<file path="config.mk">
export PLATFORM = sky130hd
export DESIGN_NAME = hs_rr_arbiter
export DESIGN_NICKNAME = d
export VERILOG_FILES = /design/src/rtl/hs_rr_arbiter.sv
export SDC_FILE = /design/constraint.sdc
export NUM_CORES = 1
export LEC_CHECK = 0
export ABC_AREA = 1
export ABC_CLOCK_PERIOD_IN_PS = 3910
export CORE_MARGIN = 2
export CORE_UTILIZATION = 35
export CTS_CLUSTER_SIZE = 16
export DETAILED_ROUTE_END_ITERATION = 10
export GPL_ROUTABILITY_DRIVEN = 0
export PLACE_DENSITY_LB_ADDON = 0.3
export SETUP_SLACK_MARGIN = 0.5
export SYNTH_ARGS = -nofsm -noshare
export SYNTH_HDL_FRONTEND = slang
export SYNTH_SLANG_ARGS = --single-unit
</file>
<file path="constraint.sdc">
create_clock -name clk -period 3.91 [get_ports clk]
set_input_delay 0.5865 -clock clk [delete_from_list [all_inputs] [get_ports clk]]
set_output_delay 0.5865 -clock clk [all_outputs]
set_load 0.03 [all_outputs]
</file>
<file path="src/rtl/hs_rr_arbiter.sv">
// Round-robin N:1 valid/ready arbiter with burst-limited grants.
// Grant holder is registered; the granted channel's datapath is combinational.
module hs_rr_arbiter #(
  parameter int WIDTH = 32,
  parameter int N     = 4,
  parameter int BURST = 4
) (
  input  logic                 clk,
  input  logic                 rst_n,
  input  logic [N-1:0]         VALID_UP,
  output logic [N-1:0]         READY_UP,
  input  logic [N*WIDTH-1:0]   DATA_UP,
  output logic                 VALID_DOWN,
  input  logic                 READY_DOWN,
  output logic [WIDTH-1:0]     DATA_DOWN,
  output logic [$clog2(N)-1:0] GRANT_ID,
  output logic                 BUSY
);

  localparam int IW = $clog2(N);
  localparam int BW = $clog2(BURST + 1);
  localparam logic [IW-1:0] LAST_ID = IW'(N - 1);
  localparam logic [BW-1:0] LAST_BEAT = BW'(BURST - 1);

  typedef enum logic {
    IDLE  = 1'b0,
    GRANT = 1'b1
  } state_e;

  state_e        state_q, state_d;
  logic [IW-1:0] ptr_q, ptr_d;
  logic [IW-1:0] gnt_q, gnt_d;
  logic [BW-1:0] beat_q, beat_d;

  logic [IW-1:0] gnt_nxt;
  logic [IW-1:0] arb_start;
  logic [IW-1:0] pick_idx;
  logic          pick_found;
  logic          in_grant;
  logic          xfer;
  logic          last_beat;
  logic          release_now;

  function automatic logic [IW-1:0] wrap_add(
    input logic [IW-1:0] base,
    input int            k
  );
    int s;
    s = int'(base) + k;
    if (s >= N) s = s - N;
    return IW'(s);
  endfunction

  assign in_grant  = (state_q == GRANT);
  assign gnt_nxt   = (gnt_q == LAST_ID) ? '0 : gnt_q + 1'b1;
  // A releasing holder searches from its successor, so it ranks last.
  assign arb_start = in_grant ? gnt_nxt : ptr_q;

  always_comb begin
    pick_found = 1'b0;
    pick_idx   = '0;
    for (int k = N - 1; k >= 0; k--) begin
      if (VALID_UP[wrap_add(arb_start, k)]) begin
        pick_found = 1'b1;
        pick_idx   = wrap_add(arb_start, k);
      end
    end
  end

  always_comb begin
    VALID_DOWN = 1'b0;
    READY_UP   = '0;
    DATA_DOWN  = '0;
    if (in_grant) begin
      VALID_DOWN      = VALID_UP[gnt_q];
      READY_UP[gnt_q] = READY_DOWN;
      DATA_DOWN       = DATA_UP[int'(gnt_q)*WIDTH +: WIDTH];
    end
  end

  assign xfer        = VALID_DOWN & READY_DOWN;
  assign last_beat   = xfer & (beat_q == LAST_BEAT);
  assign release_now = in_grant & (last_beat | ~VALID_UP[gnt_q]);

  always_comb begin
    state_d = state_q;
    ptr_d   = ptr_q;
    gnt_d   = gnt_q;
    beat_d  = beat_q;
    unique case (state_q)
      IDLE: begin
        if (pick_found) begin
          state_d = GRANT;
          gnt_d   = pick_idx;
          beat_d  = '0;
        end
      end
      GRANT: begin
        if (release_now) begin
          ptr_d  = gnt_nxt;
          beat_d = '0;
          if (pick_found) gnt_d = pick_idx;
          else state_d = IDLE;
        end else if (xfer) begin
          beat_d = beat_q + 1'b1;
        end
      end
      default: ;
    endcase
  end

  always_ff @(posedge clk or negedge rst_n) begin
    if (!rst_n) begin
      state_q <= IDLE;
      ptr_q   <= '0;
      gnt_q   <= '0;
      beat_q  <= '0;
    end else begin
      state_q <= state_d;
      ptr_q   <= ptr_d;
      gnt_q   <= gnt_d;
      beat_q  <= beat_d;
    end
  end

  assign BUSY     = in_grant;
  assign GRANT_ID = gnt_q;

endmodule

</file>
==> flow_metrics.env <==
export IMPL_status="completed"
export IMPL_drt_initial_drc_count=244
export IMPL_clock_latency_ns=0.23
export IMPL_p_sw_share_pct=59.0
export IMPL_drc=0
export IMPL_yosysSeqAreaShare_pct=10.1
export IMPL_fp_dieArea_mm2=0.00628
export IMPL_fin_tns_setup_ns=0
export IMPL_root_buffer="clkbuf_8"
export IMPL_num_rows=27
export IMPL_critical_path_top_delay_family="buffers and inverters"
export IMPL_syn2layout_area_growth_pct=89.5
export IMPL_ir_drop_uv=587
export IMPL_finClkSkew_ns=0.00124
export IMPL_grt_overflow=0
export IMPL_power_uw=3160
export IMPL_rsz0062_at_grt="no"
export IMPL_utilization_pct=68.6
export IMPL_detailed_place_hpwl_um=6840
export IMPL_core_mm2=0.00547
export IMPL_tightest_slew_ns=0.629
export IMPL_grtUsageTotal_pct=26.8
export IMPL_clkPwrFrac_pct=3.4
export IMPL_p_comb_share_pct=90.4
export IMPL_grt_pass1_wl_um=13600
export IMPL_via_per_inst=5.07
export IMPL_num_vias=3085
export IMPL_syn_nets=523
export IMPL_p_int_uw=1300
export IMPL_ant_nets=0
export IMPL_htreeDepth=1
export IMPL_diodes=0
export IMPL_synth_area_mm2=0.00198
export IMPL_path_clk_slew_ns=0.04
export IMPL_port_buffers=174
export IMPL_setup_viol=0
export IMPL_initial_core_util_pct=36.2
export IMPL_power_switching_uw=1870
export IMPL_ioPinCount=175
export IMPL_startpoint_type="flip-flop"
export IMPL_slowest_delay_ns=0.71
export IMPL_cts_buffers=3
export IMPL_drive_above_1_share_pct=6.34
export IMPL_maxCapViolations=0
export IMPL_period_share_pct=80.5
export IMPL_ys_ff_latch=8
export IMPL_crit_fanout=46
export IMPL_synth_distinct_cells=26
export IMPL_clock_sinks=8
export IMPL_pre_cts_ws_ns=0.882
export IMPL_slew_headroom_pct=58.0
export IMPL_path_cells="buf_6 -> a21oi_1 -> o21ai_1 -> nand3_1 -> inv_1 -> clkdlybuf4s50_1"
export IMPL_p_per_area_mw_per_mm2=843
export IMPL_nets=678
export IMPL_fmax_ghz=0.318
export IMPL_critPathArrivalTime_ns=2.56
export IMPL_p_leak_uw=0.00156
export IMPL_slew_violations=0
export IMPL_finalWirelength_um=9020
export IMPL_endpoint_kind="output pin"
export IMPL_post_drt_wl_per_cell_um=14.8
export IMPL_clock_path_buffers=2
export IMPL_die_w_um=79.2
export IMPL_cts_tree="built"
export IMPL_crit_required_ns=3.32
export IMPL_netlist_instances=382
export IMPL_grt_start_max_net_pins=67
export IMPL_hold_viol=0
export IMPL_ys_warn_count=0
export IMPL_first_global_vias=2653
export IMPL_final_setup_worst_slack_ns=0.764
export IMPL_syn_avg_cell_area_um2=5.18
export IMPL_first_pass_iters=5
export IMPL_hold_path_class="flip-flop to flip-flop"
export IMPL_worstSetupPathType="flip-flop to output pin"
export IMPL_antenna_found_initial=0
export IMPL_die_h_um=79.2
export IMPL_postCtsHoldBufs=0
export IMPL_critPathSlowestCell="dfrtp_2"
export IMPL_path_buf_inv=3
export IMPL_power_frac_seq_pct=6.1
export IMPL_period_minus_slack_ns=3.15
kinds of logic (layout without fill, tap and decap cells):
kind of cell	after synthesis	count (layout)	synth area share [%]
flops	8	8	10.1
buf+inv	46	200	10.4
compound gates	108	108	27.6
simple gates	214	214	48.1
fa+ha+maj	6	6	3.79
flip-flops by register name (all words and copies together), names as in the netlist:
| signal | flops |
|---|---|
| beat_q | 3 |
| GRANT_ID | 2 |
| ptr_q | 2 |
| BUSY | 1 |
metrics by stage:
step	area (um2)	cells	hold WS [ns]
after floorplan	1980	382	0.291
after global placement	3700	604	0.457
after detailed placement	3700	604	0.476
after CTS	3750	608	0.487
after global routing	3750	608	0.516
final	3750	608	0.478
Yosys cell counts (all sizes together):
cell	n	area share, %
or4	2	0.76
nand4	1	0.32
clkbuf	13	2.5
ha	6	3.8
o21ai	72	18
dfrtp	8	10
inv	20	4.0
nor2	135	27
a21boi	1	0.38
nand3	18	5.1
nand2	57	15
a21oi	35	8.8
buf	13	3.9
and2	1	0.32
repair_timing:
action | CTS | global route
endpoints found under the hold margin | 0 | 0
endpoints found under the setup margin | 0 | 35
buffers inserted | 0 | 0
gates resized for setup | 0 | 3
tightest hold or removal path: cells and delay by family, from the launching register on:
| kind | cells | cell delay [ns] |
|---|---|---|
| flops | 1 | 0.34 |
| simple gates | 2 | 0.10 |
power groups by stage:
stage | registers [uW] | clock network (uW) | logic [uW]
after global placement | 192 | 0 | 2800
final | 194 | 108 | 2860
after detailed placement | 193 | 0 | 2840
after floorplan | 171 | 0 | 1960
after global routing | 202 | 115 | 3130
after CTS | 192 | 112 | 2850
per-layer routing:
metal  share of wire, %  track usage, %  vias to the layer above
met5                  0               0                        -
met4                1.9            6.72                        0
met3                9.6            5.34                       16
met2                 48            45.2                      142
met1                 41            34.9                     1376
li1                   -               -                     1551
layout by cell type, fill, tap and decap left out, drive strengths merged:
cell	netlist	routed
and2	1	1
dfrtp	8	8
or4	2	2
nand3	18	18
clkbuf	13	4
ha	6	6
a21oi	35	35
nor2	135	135
nand4	1	1
buf	13	2
clkdlybuf4s50	0	174
nand2	57	57
o21ai	72	72
a21boi	1	1
inv	20	20
layout make-up:
cell class	count	area (um2)
Multi-Input combinational cell	328	1570
Sequential cell	8	201
Tap cell	72	90.1
Clock buffer	4	45.0
Inverter	20	82.6
Timing Repair Buffer	176	1760
Fill cell	483	1720
path summary, 6_finish.rpt:
kind,from,endpoint,cells after the start,slack (ns)
max,GRANT_ID[0],VALID_DOWN,6,0.76
min,beat_q[2],beat_q[2],2,0.48
max reg2reg,GRANT_ID[0],beat_q[1],14,1.34
min reg2reg,beat_q[2],beat_q[2],2,0.48
max in group asynchronous,rst_n,GRANT_ID[0],1,2.98
min in group asynchronous,rst_n,BUSY,1,0.64
(Power assumes the default switching activity.)
